### src/rtl/ifid_buffer_if.sv
// IF/ID handshake bundle: fetch-side push channel, decode-side pop channel and branch flush.
// The master modport belongs to the fetch/decode environment; the slave modport belongs to the buffer.
interface ifid_buffer_if #(
    parameter int unsigned WIDTH = 16
);
    logic             if_valid;
    logic [WIDTH-1:0] if_instr;
    logic [WIDTH-1:0] if_pc_plus2;
    logic             if_ready;
    logic             flush;
    logic             id_valid;
    logic [WIDTH-1:0] id_instr;
    logic [WIDTH-1:0] id_pc_plus2;
    logic             id_ready;

    modport master (
        output if_valid, if_instr, if_pc_plus2, flush, id_ready,
        input  if_ready, id_valid, id_instr, id_pc_plus2
    );

    modport slave (
        input  if_valid, if_instr, if_pc_plus2, flush, id_ready,
        output if_ready, id_valid, id_instr, id_pc_plus2
    );
endinterface

### src/rtl/ifid_buffer.sv
// Two-entry IF/ID skid buffer with branch flush and sticky halt detection.
// Optional IFID_PERF_EN adds saturating stall_cycles / flush_count counters.
module ifid_buffer #(
    parameter int unsigned WIDTH       = 16,
    parameter logic [3:0]  HALT_OPCODE = 4'hF
) (
    input  logic               clk,
    input  logic               rst,
    ifid_buffer_if.slave       bus,
`ifdef IFID_PERF_EN
    output logic [15:0]        stall_cycles,
    output logic [15:0]        flush_count,
`endif
    output logic               halted
);
    logic [1:0]       count_q, count_d;
    logic             head_q;
    logic             tail_q;
    logic             halted_q;
    logic [WIDTH-1:0] instr_q [2];
    logic [WIDTH-1:0] pc_q    [2];

    logic             push;
    logic             pop;
    logic             ready_int;
    logic             valid_int;

    // Fetch readiness depends only on registered state, so decode stalls never reach fetch.
    always_comb begin
        ready_int = (count_q != 2'd2) & ~halted_q;
        valid_int = (count_q != 2'd0);
        push      = bus.if_valid & ready_int;
        pop       = valid_int & bus.id_ready;
        count_d   = count_q + {1'b0, push} - {1'b0, pop};
    end

    always_ff @(posedge clk) begin
        if (rst) begin
            count_q  <= 2'd0;
            head_q   <= 1'b0;
            tail_q   <= 1'b0;
            halted_q <= 1'b0;
            for (int i = 0; i < 2; i++) begin
                instr_q[i] <= '0;
                pc_q[i]    <= '0;
            end
        end else if (bus.flush) begin
            // A HLT fetched on the wrong path is discarded along with the sticky flag.
            count_q  <= 2'd0;
            head_q   <= 1'b0;
            tail_q   <= 1'b0;
            halted_q <= 1'b0;
        end else begin
            count_q <= count_d;
            if (push) begin
                instr_q[tail_q] <= bus.if_instr;
                pc_q[tail_q]    <= bus.if_pc_plus2;
                tail_q          <= ~tail_q;
                if (bus.if_instr[WIDTH-1:WIDTH-4] == HALT_OPCODE) begin
                    halted_q <= 1'b1;
                end
            end
            if (pop) begin
                head_q <= ~head_q;
            end
        end
    end

    always_comb begin
        bus.if_ready    = ready_int;
        bus.id_valid    = valid_int;
        bus.id_instr    = valid_int ? instr_q[head_q] : '0;
        bus.id_pc_plus2 = valid_int ? pc_q[head_q] : '0;
        halted          = halted_q;
    end

`ifdef IFID_PERF_EN
    logic [15:0] stall_q;
    logic [15:0] flush_q;

    // Counters survive flush; only reset clears them.
    always_ff @(posedge clk) begin
        if (rst) begin
            stall_q <= 16'h0000;
            flush_q <= 16'h0000;
        end else begin
            if (valid_int && !bus.id_ready && stall_q != 16'hFFFF) begin
                stall_q <= stall_q + 16'd1;
            end
            if (bus.flush && flush_q != 16'hFFFF) begin
                flush_q <= flush_q + 16'd1;
            end
        end
    end

    always_comb begin
        stall_cycles = stall_q;
        flush_count  = flush_q;
    end
`endif
endmodule

### src/flat_wrapper.sv
// flat-port wrapper written by rule: the top's interface ports become plain ports
module ifid_buffer_flat 
#(
    parameter int unsigned WIDTH       = 16,
    parameter logic [3:0]  HALT_OPCODE = 4'hF
)
  (clk, rst, halted, bus_if_valid, bus_if_instr, bus_if_pc_plus2, bus_flush, bus_id_ready, bus_if_ready, bus_id_valid, bus_id_instr, bus_id_pc_plus2);
  ifid_buffer_if #(.WIDTH(WIDTH)) bus_i ();
  input  logic clk;
  input  logic rst;
  output logic halted;
  input wire logic [$bits(bus_i.if_valid)-1:0] bus_if_valid;
  input wire logic [$bits(bus_i.if_instr)-1:0] bus_if_instr;
  input wire logic [$bits(bus_i.if_pc_plus2)-1:0] bus_if_pc_plus2;
  input wire logic [$bits(bus_i.flush)-1:0] bus_flush;
  input wire logic [$bits(bus_i.id_ready)-1:0] bus_id_ready;
  output wire logic [$bits(bus_i.if_ready)-1:0] bus_if_ready;
  output wire logic [$bits(bus_i.id_valid)-1:0] bus_id_valid;
  output wire logic [$bits(bus_i.id_instr)-1:0] bus_id_instr;
  output wire logic [$bits(bus_i.id_pc_plus2)-1:0] bus_id_pc_plus2;
  assign bus_i.if_valid = bus_if_valid;
  assign bus_i.if_instr = bus_if_instr;
  assign bus_i.if_pc_plus2 = bus_if_pc_plus2;
  assign bus_i.flush = bus_flush;
  assign bus_i.id_ready = bus_id_ready;
  assign bus_if_ready = bus_i.if_ready;
  assign bus_id_valid = bus_i.id_valid;
  assign bus_id_instr = bus_i.id_instr;
  assign bus_id_pc_plus2 = bus_i.id_pc_plus2;
  ifid_buffer #(.WIDTH(WIDTH), .HALT_OPCODE(HALT_OPCODE)) u_core (.clk(clk), .rst(rst), .bus(bus_i), .halted(halted));
endmodule
### config.mk
export PLATFORM = sky130hd
export DESIGN_NAME = ifid_buffer_flat
export DESIGN_NICKNAME = d
export VERILOG_FILES = /design/src/rtl/ifid_buffer_if.sv /design/src/rtl/ifid_buffer.sv /design/src/flat_wrapper.sv
export SDC_FILE = /design/constraint.sdc
export NUM_CORES = 1
export LEC_CHECK = 0
export BUFFER_PORTS_ARGS = -buffer_cell sky130_fd_sc_hd__buf_2
export CAP_MARGIN = 20
export CORE_UTILIZATION = 33
export DETAILED_ROUTE_END_ITERATION = 16
export PLACE_DENSITY = 0.6
export SYNTH_ARGS = -nofsm -noshare
export SYNTH_HDL_FRONTEND = slang
export SYNTH_SLANG_ARGS = --single-unit
### constraint.sdc
create_clock -name clk -period 2.9 [get_ports clk]
set_clock_uncertainty 0.2 [all_clocks]
set_input_delay 0.145 -clock clk [delete_from_list [all_inputs] [get_ports clk]]
set_output_delay 0.145 -clock clk [all_outputs]
set_load 0.02 [all_outputs]
Word level (Yosys, flattened, before mapping)
Memories as Yosys holds them, arrays and structs flattened. A register that Yosys moved wholly into a read port is not among the register bits.
Index checks and enable logic that the tools add are counted.
{"block": "classes", "add_sub_neg": 2, "n_bitwise": 6, "n_eq_ne": 2, "mux": 18, "reduce_logical": 5}
{"operator": "2-to-1 mux 16 bit", "n": 4}
{"operator": "OR reduction 16 bit", "n": 2}
{"operator": "2-to-1 mux 1 bit", "n": 14}
{"operator": "equality test 4 bit, second input constant", "n": 1}
{"operator": "AND 1 bit", "n": 3}
{"operator": "inverter 1 bit", "n": 3}
{"operator": "adder 2 x 1 -> 2 bit", "n": 1}
{"operator": "inequality test 2 bit, second input constant", "n": 1}
{"operator": "AND reduction 2 bit", "n": 1}
{"operator": "nonzero test 2 bit", "n": 1}
{"operator": "OR reduction 2 bit", "n": 1}
{"operator": "subtractor 2 x 1 -> 2 bit", "n": 1}
{"block": "totals", "memories": 2, "ff_bits": 5, "mem_bits_rw": 64}
{"name": "u_core.instr_q", "words": 2, "width": 16, "read_ports": 1, "rd_clocked_by_memory_dff": 1, "wr": 2, "line_no": "ifid_buffer.sv:20", "text": "logic [WIDTH-1:0] instr_q [2];"}
{"name": "u_core.pc_q", "words": 2, "width": 16, "read_ports": 1, "rd_clocked_by_memory_dff": 1, "wr": 2, "line_no": "ifid_buffer.sv:21", "text": "logic [WIDTH-1:0] pc_q [2];"}

Logic depth before layout (Yosys ltp)
Gate-level depths: netlist of the first run.
{"block": "depth", "ltp_word": 9, "mapped_depth": 8, "mapped_depth_nobuf": 8}

Worst setup path after synthesis of the first run
OpenSTA, ideal clock, no wires.
{"block": "synth_path", "path_type": "reg-to-reg", "startpoint": "register u_core.halted_q (netlist: u_core.halted)", "endpoint": "memory u_core.instr_q[0][0], enable pin", "path_stages_with_launch": 6, "setup_time_ns": 0.388, "period_less_slack_ns": 2.274, "required_time_ns": 2.312, "t_arrival_ns": 1.686, "n_path_buf": 2, "setup_slack_ns": 0.626, "path_cell_list": "dfxtp_1 nand2b_1 nor2_2 buf_6 buf_6 a21o_1"}
{"element": "from (decl)", "line_no": "ifid_buffer.sv:19", "text": "logic halted_q;"}
{"element": "from (signal assigned)", "line_no": "ifid_buffer.sv:42", "text": "halted_q <= 1'b0;"}
{"element": "from (signal assigned)", "line_no": "ifid_buffer.sv:52", "text": "halted_q <= 1'b0;"}
{"element": "from (signal assigned)", "line_no": "ifid_buffer.sv:60", "text": "halted_q <= 1'b1;"}
{"element": "to (decl)", "line_no": "ifid_buffer.sv:20"}

==> results of run 1 <==
## metrics by stage
stage / setup WS [ps] / power, uW / std cells / area, um^2 / utilization [%]
3_5_place_dp: 755.2 / 1453 / 437 / 3684 / 39.49
5_1_grt: 503.8 / 2375 / 488 / 4239 / 45.45
4_1_cts: 604.9 / 2302 / 488 / 4239 / 45.45
3_3_place_gp: 825.4 / 1449 / 437 / 3684 / 39.49
2_1_floorplan: 625.8 / 1359 / 250 / 3221 / -
6_report: 660.9 / 2284 / 488 / 4239 / 45.45
## layout by cell type (no fill, tap or decap)
cell type / n
sky130_fd_sc_hd__and2_1: 3
sky130_fd_sc_hd__o21ai_0: 2
sky130_fd_sc_hd__a21oi_1: 1
sky130_fd_sc_hd__a21o_1: 2
sky130_fd_sc_hd__nand4_1: 1
sky130_fd_sc_hd__clkbuf_8: 9
sky130_fd_sc_hd__or3_1: 1
sky130_fd_sc_hd__o21a_1: 1
sky130_fd_sc_hd__buf_12: 1
sky130_fd_sc_hd__nor3_1: 2
sky130_fd_sc_hd__buf_4: 6
sky130_fd_sc_hd__or2_4: 1
sky130_fd_sc_hd__xor2_1: 2
sky130_fd_sc_hd__dfxtp_1: 5
sky130_fd_sc_hd__clkinv_1: 1
sky130_fd_sc_hd__bufinv_16: 2
sky130_fd_sc_hd__edfxtp_1: 64
sky130_fd_sc_hd__clkbuf_1: 2
sky130_fd_sc_hd__ha_1: 2
sky130_fd_sc_hd__dlygate4sd3_1: 35
sky130_fd_sc_hd__mux2i_1: 32
sky130_fd_sc_hd__nor2b_4: 1
sky130_fd_sc_hd__inv_1: 4
sky130_fd_sc_hd__clkinv_2: 2
sky130_fd_sc_hd__nor2_1: 37
sky130_fd_sc_hd__and3_1: 64
sky130_fd_sc_hd__nor2_4: 3
sky130_fd_sc_hd__nand2b_1: 1
sky130_fd_sc_hd__dfxtp_2: 1
sky130_fd_sc_hd__buf_2: 71
## registers in the layout (all words and copies together), names as in the netlist, named ones only
name,cells
u_core.count_q,2
u_core.halted,1
u_core.head_q,1
u_core.instr_q,32
u_core.pc_q,32
u_core.tail_q,1
## layout make-up
type	instances	area, um^2
multi-input combinational	156	1044
tap	129	161.4
fill	893	5089
timing repair buffer	113	770.7
clock inverter	5	73.82
clock buffer	11	131.4
inverter	4	15.01
sequential	70	2043
## where the power goes
group          switching, uW  total [uW]  internal (uW)  leakage, uW
clock network            343         823            479     0.000105
registers               20.1        1170           1150     0.000715
logic                    168         288            120      0.00111
total                    532        2280           1750      0.00193
## worst min-delay path by stage
| stage | end | startpoint | slack [ps] | cells past startpoint |
|---|---|---|---|---|
| 6_report | register | bus_id_ready | 20 | 4 |
| 5_1_grt | u_core.head_q$_SDFFE_PP0P_ | bus_id_ready | 40 | 4 |
| 4_1_cts | register | bus_id_ready | 10 | 4 |
| 3_5_place_dp | u_core.halted$_SDFFE_PP0P_ | bus_flush | 250 | 3 |
| 3_3_place_gp | u_core.halted$_SDFFE_PP0P_ | bus_flush | 250 | 3 |
| 2_1_floorplan | u_core.halted$_SDFFE_PP0P_ | rst | 110 | 2 |
## kinds of logic (layout without fill, tap and decap cells)
kind of cell               Yosys count  after routing  share of synthesized area (%)
muxes                               32             32                          9.946
xor gates and xnor gates             2              2                         0.5440
and+or+nand+nor                    114            114                          19.58
buffers and inverters               24            133                          4.584
DFF                                 70             70                          63.40
adders and majority gates            2              2                         0.7769
AOI/OAI and AO/OA                    6              6                          1.165
## per-layer routing
metal | up-vias | routed length, um | track usage (%)
met4 | 0 | 140 | 7.358
li1 | 1112 | - | -
met3 | 10 | 250 | 2.566
met2 | 48 | 3377 | 23.87
met5 | - | 0 | 0
met1 | 1046 | 3056 | 17.97
## what timing repair did
item / CTS / global route
hold buffers: 35 / 0
resized for setup: 0 / 0
hold endpoints to repair: 70 / 0
setup endpoints to repair: 0 / 0
## worst max-delay path: stages, from the launching register on
cell and delay, ps:
sky130_fd_sc_hd__dfxtp_2 700, sky130_fd_sc_hd__buf_4 350, sky130_fd_sc_hd__mux2i_1 250, sky130_fd_sc_hd__nor2_1 60
sky130_fd_sc_hd__buf_2 190
==> results by stage, run 1 <==
Placement:
- The placed wire-length estimate after detailed placement is 4.298 mm.
- During placement, the flow inserted port buffers numbering 71.
- Routability-driven placement finished with a final weighted congestion of 0.6911.

Clock tree:
- TritonCTS built the clock tree.
- Buffers added to address setup during post-CTS repair amount to 0.
- The buffer type at the clock tree root is sky130_fd_sc_hd__clkbuf_8.
- The H-tree depth is 3.
- The longest clock path from root to sink contains 2 buffers.
- The clock net in this run drives a total of 70 sinks.
- The insertion delay to the later sink of the worst-skew pair is 330 ps.
- The clock transition at the registers of the reported paths is 70 ps.
- The number of clock buffers inserted by TritonCTS is 9.

Floorplanning:
- The initial utilization of the core area, before any placement, comes to 34.53%.
- The die width is 100.8 um.
- The full die area is 10160 um^2.
- 72 I/O pins were placed.
- The cell row count is 35.
- The floorplan step defined a core boundary enclosing 9328 um^2.
- The die is 100.8 um tall.

Detailed routing:
- The count of routing violations after the opening detailed-route iteration is 54.
- The DRC violation count after routing is 0.
- The average routed wire per standard cell is 13.99 um.
- The final layout contains routed wiring with a total length of 6.825 mm.
- The remaining antenna violation count after routing is 0.
- The number of vias after detailed routing is 2216.
- The average vias per placed instance is 4.541.
- The first detailed-routing pass ran for 6 iterations.

Global routing:
- The wire length of the first global-routing pass is 10.67 mm.
- The global router's overall resource usage is 14.36%.
- The number of antenna violations at the first check in global routing was 0.
- For this run the aggregate overflow at the end of global routing stands at 0.
- Entering global routing, the biggest net connects 56 pins.
- The via count of the first global-routing pass is 2130.

Synthesis:
- Counting flops with an async set or reset pin after synthesis yields a share of 0%.
- The main flop type after synthesis is sky130_fd_sc_hd__edfxtp_1.
- By area the synthesized netlist is led by sky130_fd_sc_hd__edfxtp_1 60%, sky130_fd_sc_hd__and3_1 12%, sky130_fd_sc_hd__mux2i_1 9.9%.
- The library cell occupying the most area in the post-synthesis netlist is sky130_fd_sc_hd__edfxtp_1.
- The post-synthesis instance area is 3221 um^2.
- Counting flops and latches in the post-synthesis netlist gives 70.
- The number of synthesized flops with an enable pin is 64.
- Counting instances in the post-synthesis netlist gives the leading cell types as 64 x sky130_fd_sc_hd__and3_1, 64 x sky130_fd_sc_hd__edfxtp_1, 38 x sky130_fd_sc_hd__nor2_1.
- The distinct cell type count after synthesis is 25.
- When the netlist entered floorplanning its net count stood at 289.
- After synthesis, flip-flops and latches occupy 63.40% of the total area.
- Synthesis produced 250 cells.
- The area share of the largest cell type after synthesis is 59.67%.
- In this run the mean area of a mapped cell was 12.88 um^2.
- Yosys printed 0 warnings.

Worst hold path:
- The min-delay analysis places its worst path in the category in2reg.

Critical path:
- The required time at the worst-slack endpoint is 2560 ps.
- The critical path ends at bus_id_pc_plus2[11].
- The startpoint class of the critical path is a register.
- The biggest fanout along the worst timing path is 18.
- The launch point of the worst reg-to-reg path is u_core.halted$_SDFFE_PP0P_.
- Setup slack on the worst reg-to-reg path comes out at 770 ps.
- Data arrives at the worst endpoint at 1890 ps.
- The endpoint class of the critical path is an output port.
- The type of the worst setup path is reg2out.
- The capture instance of the worst register-to-register path is u_core.count_q[1]$_SDFF_PP0_.
- The cell depth of the worst flop-to-flop path is 7.

Timing:
- Headroom to the max-slew limit came out at 50.09%.
- Timing would allow up to 446.6 MHz.
- The number of pins exceeding their max-slew limit in the final report came to 0.
- Setup repair after global routing left no endpoint under its margin.
- The final-layout worst hold slack is 22.64 ps.
- The total negative slack is 0 ps.
- The final number of hold-violating endpoints is 0.
- Setup violations remaining at the end of the flow were counted as 0.
- At the pin with the least slew margin, the transition time is 746.9 ps.
- The minimum period implied by the final worst setup slack is 2239 ps.
- The final cycle utilization of the critical path is 77.21%.

Power:
- The reported leakage power is 0.001928 uW.
- For this design the ratio of total power to cell area is 538.7 nW/um^2.
- VDD sags by at most 242.2 uV.

Outcome:
- The flow ran to the end, and the final reports show no timing, DRC or antenna violations.

Finish:
- Of the cells placed in the final design, the portion with a size suffix greater than 1 is 27.02%.
- The number of diodes is 0.
- The final-stage net count is 393.
- The area added between synthesis and finish is 31.62%.

Run:
- Across the run, the number of max-cap violations was 0.
Note: power is estimated with default switching activity, not from simulation.
==> run 2: changes to the inputs <==
- clock period: 2.9 -> 2.2 ns (I/O delays scaled with it)
==> run 2 against run 1 <==
Effect of this change:
- clock power rose by 18%
- clock-buffer cell count unchanged
- first-iteration DRC count is 22% lower
- worst hold slack lost 14 ps
- sequential cell count stayed put
- die area unchanged
- worst setup slack lost 520 ps
- power grew 27%
- cell count is 0.41% higher
- non-clock buffer count is 2 higher
- largest power group unchanged
- highest routed layer unchanged
==> results by stage, run 2 (same netlist as run 1, synthesis figures left out) <==
Outcome:
- The run finished with clean final reports.

Finish:
- Leaving out fill and tap cells, the most frequent cells in the layout are 71 x sky130_fd_sc_hd__buf_2, 64 x sky130_fd_sc_hd__and3_1, 64 x sky130_fd_sc_hd__edfxtp_1, 37 x sky130_fd_sc_hd__nor2_1, 36 x sky130_fd_sc_hd__dlygate4sd3_1.
- The number of diodes is 0 (unchanged).
- The core utilization of the finished layout is 45.27% (-0.17 points).
- The post-route cell area is 4223 um^2 (-0.38%).
- The final-stage net count is 395 (+0.51%).
- The share of cells above drive strength 1 is 27.42% (+0.40 points).
- The most common cell after layout, fill and taps aside is sky130_fd_sc_hd__buf_2.
- In the final layout, the registers with the most flip-flops are u_core.instr_q: 32 flops, u_core.pc_q: 32 flops, u_core.count_q: 2 flops.
- Relative to the synthesized area, the layout overhead comes to 31.12%.

Floorplanning:
- The full die area is 10160 um^2 (unchanged).
- The I/O pin count came to 72 (unchanged).
- The height of the die is 100.8 um (unchanged).
- The die width is 100.8 um (unchanged).
- The standard cell core area is 9328 um^2 (unchanged).
- The starting density of the core was 34.53% (unchanged).
- The cell row count is 35 (unchanged).

Detailed routing:
- The number of vias after detailed routing is 2222 (+0.27%).
- The average vias per placed instance came to 4.535 (-0.14%).
- The DRC violation count after routing is 0 (unchanged).
- The average routed wire per standard cell came to 13.66 um (-2.3%).
- The number of search-and-repair iterations in the first detailed-routing pass came to 4 (-2).
- The total routed wirelength was 6.692 mm (-1.9%).
- The count of routing violations after the opening detailed-route iteration is 42 (-22%).
- The remaining antenna violation count after routing was 0 (unchanged).

Worst hold path:
- The path class of the tightest hold or removal check is in2reg.
- The start point of the worst min-delay path is bus_id_ready.

Critical path:
- The critical path is of the in2reg type.
- STA classifies the critical path endpoint as a register.
- STA classifies the critical path startpoint as an input port.
- The launch point of the worst reg-to-reg path is u_core.count_q[0]$_SDFF_PP0_.
- The kind of cell adding the most delay to the critical path is compound AO/OA/AOI/OAI gates.
- The buffers plus inverters on the worst setup path is 2 (unchanged).
- In this run the worst setup path begins at bus_flush.
- The arrival time reported for the critical path endpoint is 1820 ps (-70 ps).
- The required time at the worst-slack endpoint is 1960 ps (-600 ps).
- The biggest fanout along the worst timing path came to 32 (+14).
- The critical-path cell with the highest stage delay is sky130_fd_sc_hd__a21o_2.
- The signal on the critical path passes through dlygate4sd3_1 > buf_2 > or2_4 > nor2_4 > a21o_2.
- The largest incremental delay on the critical path is 680 ps (-20 ps).

Global routing:
- The global router's overall resource usage is 14.03% (-0.34 points).
- The remaining global-route overflow is 0 (unchanged).
- The number of antenna violations at the first check in global routing is 0 (unchanged).
- The largest net degree at the start of global routing is 40 (-29%).
- The via count of the first global-routing pass is 2212 (+3.8%).
- The wire length of the first global-routing pass is 10.59 mm (-0.71%).

Clock tree:
- The insertion delay to the later sink of the worst-skew pair is 330 ps (about the same).
- The CTS sink count is 70 (unchanged).
- The H-tree depth is 3 (unchanged).
- The clock tree from TritonCTS is built.
- The buffer type at the clock tree root is sky130_fd_sc_hd__clkbuf_8.
- The number of clock buffers inserted by TritonCTS is 9 (unchanged).
- The clock transition at the registers of the reported paths came to 70 ps (about the same).
- The number of buffers between clock root and the deepest sink is 2 (unchanged).
- The number of gates resized after cts was 0 (unchanged).

Timing:
- The number of pins exceeding their max-slew limit in the final report is 0 (unchanged).
- The actual transition at the worst max-transition pin came to 825.8 ps (+78.86 ps).
- The final number of hold-violating endpoints came to 0 (unchanged).
- The minimum period implied by the final worst setup slack is 2062 ps.
- The final cycle utilization of the critical path is 93.73%.
- Setup repair after global routing left no endpoint under its margin.
- The count of final setup violators is 0 (unchanged).
- The total negative slack is 0 ps (unchanged).
- The final-layout worst hold slack came to 9.060 ps (-13.58 ps).
- For this run, the top clock speed supported by timing is 484.9 MHz.
- The worst relative slew slack is 44.95% (-5.1 points).

Power:
- The maximum vdd ir drop is 354.3 uV (+46%).
- The reported leakage power is 0.001916 uW (-0.65%).
- The total power density per cell area is 686.8 nW/um^2 (+28%).
- The post-route total power is 2900 uW (+27%).

Run:
- The number of max-capacitance violations reported was 0 (unchanged).

Placement:
- The post-placement cell area is 3681 um^2 (about the same).
- The placed wire-length estimate after detailed placement was 4.065 mm (-5.4%).
- The number of buffers inserted by port buffering is 71 (unchanged).
- The weighted congestion reported at the end of routability-driven placement is 0.7387 (+6.9%).
==> run 2: layer usage <==
metal  GRT usage (%)  wire, um
met1           17.09      3079
met2           23.60      3306
met3           2.913       179
met4           7.023       127
met5               0         0
==> run 2: report_power, final <==
group / switching [uW] / internal [uW] / leakage [uW] / total (uW)
combinational: 227 / 161 / 0.00111 / 388
clock: 455 / 515 / 0.0000884 / 970
sequential: 21.5 / 1520 / 0.000715 / 1540
total: 704 / 2200 / 0.00192 / 2900
==> run 2: worst paths after layout <==
kind                                          end  slack [ps]  cells after the start
setup / recovery  u_core.pc_q[0][9]$_SDFFCE_PN0P_         140                      5
hold / removal                           register           9                      4
setup reg to reg  u_core.pc_q[0][9]$_SDFFCE_PN0P_         230                      3
hold reg to reg        u_core.halted$_SDFFE_PP0P_         320                      1
==> run 2: area by class of cell <==
class | instances | area (um^2)
Fill cell | 872 | 5105
Tap cell | 129 | 161.4
Inverter | 4 | 15.01
Clock buffer | 11 | 131.4
Multi-Input combinational cell | 156 | 1046
Clock inverter | 5 | 50.05
Timing Repair Buffer | 115 | 775.7
Sequential cell | 70 | 2043
==> run 2: through the flow <==
| step | cells | setup WS [ps] |
|---|---|---|
| after floorplan | 250 | 192.6 |
| after global placement | 438 | 258.0 |
| after detailed placement | 438 | 207.7 |
| after CTS | 490 | 130.8 |
| after global routing | 490 | 60.89 |
| final | 490 | 137.9 |
==> run 2: worst min-delay path, delay by kind of cell <==
kind | cells | cell delay, ps
and+or+nand+nor | 1 | 90
xor gates and xnor gates | 1 | 100
AOI/OAI and AO/OA | 1 | 110
buffers and inverters | 1 | 90
==> run 2: timing repair <==
| action | CTS | global route |
|---|---|---|
| buffers inserted | 0 | 0 |
| endpoints found under the hold margin | 70 | 0 |
| hold buffers | 36 | 0 |
==> run 3: changes to the inputs <==
- clock period: 2.2 -> 2.1 ns (I/O delays scaled with it)
==> run 3 against run 2 <==
Effect of this change:
- power rose by 14%
- clock power rose by 33%
- sequential cell count did not move
- non-clock buffer count rose by 2
- clock-buffer cell count fell by 2
- worst hold slack improved by 110 ps
- die area did not move
- largest cell class unchanged
- highest routed layer unchanged
==> results by stage, run 3 (same netlist as run 1, synthesis figures left out) <==
Critical path:
- The critical path goes through nor2b_4 > nor2_4 > buf_4 > ha_1 > xor2_1 > and2_1 > nor3_1.
- The buffers plus inverters on the worst setup path was 1 (-1).
- The critical-path cell with the highest stage delay is sky130_fd_sc_hd__dfxtp_1.
- The register-to-register path setup slack was 60 ps (-170 ps).
- The worst setup path is launched from a register.
- The required time at the worst-slack endpoint was 2120 ps (+160 ps).
- The arrival time reported for the critical path endpoint is 2060 ps (+240 ps).
- The type of the worst setup path is reg2reg.
- The kind of cell adding the most delay to the critical path is flip-flops.
- The capture instance of the worst register-to-register path is u_core.count_q[1]$_SDFF_PP0_.
- The cell depth of the worst flop-to-flop path was 7 (+4).
- The biggest fanout along the worst timing path is 41 (+28%).
- The endpoint class of the critical path is a register.
- The largest incremental delay on the critical path is 460 ps (-220 ps).
- The launch point of the worst reg-to-reg path is u_core.count_q[0]$_SDFF_PP0_.

Floorplanning:
- The starting density of the core came to 34.53% (unchanged).
- The standard cell core area was 9328 um^2 (unchanged).
- The full die area is 10160 um^2 (unchanged).
- The cell row count is 35 (unchanged).
- The height of the die is 100.8 um (unchanged).
- The die width is 100.8 um (unchanged).
- The I/O pin count was 72 (unchanged).

Finish:
- The final-layout fill cell count is 851 (-2.4%).
- The count of placed standard cells in the final layout, fillers left out came to 492 (+0.41%).
- The final-stage net count is 397 (+0.51%).
- The number of diodes came to 0 (unchanged).
- Leaving out fill and tap cells, the most frequent cells in the layout are 71 x sky130_fd_sc_hd__buf_2, 64 x sky130_fd_sc_hd__and3_1, 64 x sky130_fd_sc_hd__edfxtp_1, 37 x sky130_fd_sc_hd__nor2_1, 36 x sky130_fd_sc_hd__dlygate4sd3_1.
- In the final layout, the registers with the most flip-flops are u_core.instr_q: 32 flops, u_core.pc_q: 32 flops, u_core.count_q: 2 flops.
- Leaving out fill and tap cells, the most frequent cell in the layout is sky130_fd_sc_hd__buf_2.
- The area added between synthesis and finish is 33.68%.
- The share of cells above drive strength 1 is 28.65% (+1.2 points).

Global routing:
- The global router's overall resource usage is 14.64% (+0.61 points).
- The largest net degree at the start of global routing is 42 (+5.0%).
- The number of antenna violations at the first check in global routing is 0 (unchanged).
- The via count of the first global-routing pass was 2238 (+1.2%).
- The remaining global-route overflow is 0 (unchanged).
- The wire length of the first global-routing pass is 10.76 mm (+1.6%).

Clock tree:
- The number of clock buffers inserted by TritonCTS is 9 (unchanged).
- The insertion delay to the later sink of the worst-skew pair is 340 ps (about the same).
- The number of buffers between clock root and the deepest sink was 2 (unchanged).
- The CTS sink count is 70 (unchanged).
- The buffers inserted during post-CTS setup optimization was 0 (unchanged).
- The H-tree depth is 3 (unchanged).
- The clock transition at the registers of the reported paths is 70 ps (about the same).
- CTS placed an instance of sky130_fd_sc_hd__clkbuf_8 at the clock tree root.
- The clock tree from TritonCTS is built.

Worst hold path:
- The worst hold path depth was 5 (+1).
- The worst hold path begins at bus_if_valid.
- The worst min-delay path class is in2reg.
- For hold timing, the worst endpoint is u_core.tail_q$_SDFFE_PP0P_.

Placement:
- The placed wire-length estimate after detailed placement was 4.104 mm (+0.96%).
- The number of buffers inserted by port buffering is 71 (unchanged).
- The total instance count after detailed placement came to 440 (+0.46%).
- The weighted congestion reported at the end of routability-driven placement was 0.8008 (+8.4%).

Timing:
- The highest attainable clock frequency is 489.9 MHz.
- The count of final setup violators is 0 (unchanged).
- The worst relative slew slack is 69.37% (+24 points).
- The number of pins exceeding their max-slew limit in the final report is 0 (unchanged).
- The actual transition at the worst max-transition pin is 459.5 ps (-366.3 ps).
- The final number of hold-violating endpoints was 0 (unchanged).
- Setup repair after global routing left no endpoint under its margin.
- The final cycle utilization of the critical path is 97.19%.
- The total negative slack is 0 ps (unchanged).
- The worst path needs 2041 ps of the cycle, external delays included.

Power:
- The maximum vdd ir drop came to 451.4 uV (+27%).
- The total power density per cell area is 770.9 nW/um^2 (+12%).
- The reported leakage power came to 0.001954 uW (+2.0%).

Outcome:
- The flow ran to the end, and the final reports show no timing, DRC or antenna violations.

Detailed routing:
- The DRC violation count after routing is 0 (unchanged).
- The average vias per placed instance came to 4.685 (+3.3%).
- The remaining antenna violation count after routing is 0 (unchanged).
- The total routed wirelength came to 7.026 mm (+5.0%).
- The count of routing violations after the opening detailed-route iteration was 82 (+95%).
- The average routed wire per standard cell is 14.28 um (+4.6%).
- The number of search-and-repair iterations in the first detailed-routing pass came to 4 (unchanged).
- The number of vias after detailed routing is 2305 (+3.7%).

Run:
- The number of max-capacitance violations reported is 0 (unchanged).
-- run 3: cell count changes in the layout (fill, tap and decap cells not counted), sizes merged --
| cell | previous run | this run |
|---|---|---|
| buf | 79 | 81 |
| bufinv | 1 | 3 |
| clkbuf | 11 | 9 |
| clkinv | 3 | 4 |
| clkinvlp | 1 | 0 |
-- run 3: what timing repair did --
| action | in CTS | in global routing |
|---|---|---|
| resized for setup | 0 | 3 |
| endpoints found under the setup margin | 0 | 13 |
| hold buffers | 36 | 0 |
| hold endpoints to repair | 69 | 0 |
-- run 3: how the worst max path moves through the flow --
stage / start / to / slack (ps) / cells past startpoint
floorplan: u_core.halted$_SDFFE_PP0P_ / u_core.instr_q[1][0]$_SDFFCE_PN0P_ / 90 / 5
global placement: u_core.count_q[0]$_SDFF_PP0_ / u_core.pc_q[0][13]$_SDFFCE_PN0P_ / 140 / 3
detailed placement: u_core.count_q[0]$_SDFF_PP0_ / u_core.instr_q[0][1]$_SDFFCE_PN0P_ / 110 / 3
CTS: rst / u_core.instr_q[0][1]$_SDFFCE_PN0P_ / 50 / 5
global route: u_core.count_q[0]$_SDFF_PP0_ / u_core.count_q[1]$_SDFF_PP0_ / 20 / 7
finish: u_core.count_q[0]$_SDFF_PP0_ / u_core.count_q[1]$_SDFF_PP0_ / 60 / 7
-- run 3: area by class of cell --
type                       count  area [um^2]  share of cell area (%)
multi-input combinational    156         1059                   24.59
sequential                    70         2043                   47.46
timing repair buffer         117        790.8                   18.37
tap                          129        161.4                   3.749
clock buffer                   9        123.9                   2.877
clock inverter                 7        112.6                   2.616
inverter                       4        15.01                  0.3487
-- run 3: tightest hold or removal path, cell delays in order --
cell and delay [ps]:
sky130_fd_sc_hd__buf_2 100, sky130_fd_sc_hd__nand2b_1 120, sky130_fd_sc_hd__buf_4 140, sky130_fd_sc_hd__or3_1 90, sky130_fd_sc_hd__a21oi_1 60
-- run 3: where the power goes --
part / internal [uW] / switching, uW / total, uW
clock network: 783 / 503 / 1290
registers: 1590 / 22.5 / 1610
logic: 174 / 245 / 419
-- run 3: through the flow --
step	total power [uW]	instance area [um^2]	setup slack (ps)	util (%)	hold WS (ps)
6_report	3319	4305	58.92	46.16	116.2
5_1_grt	3441	4305	15.44	46.16	148.2
4_1_cts	3344	4293	53.73	46.02	95.99
3_5_place_dp	2017	3696	111.2	39.62	219.9
3_3_place_gp	2009	3696	137.6	39.62	217.6
2_1_floorplan	1877	3223	92.64	-	71.68
-- run 3: per-layer routing --
| metal | part of all wire (%) | global-route usage, % |
|---|---|---|
| met1 | 45 | 17.14 |
| met2 | 49 | 25.29 |
| met3 | 4.3 | 3.537 |
| met4 | 2.0 | 6.912 |
| met5 | 0 | 0 |
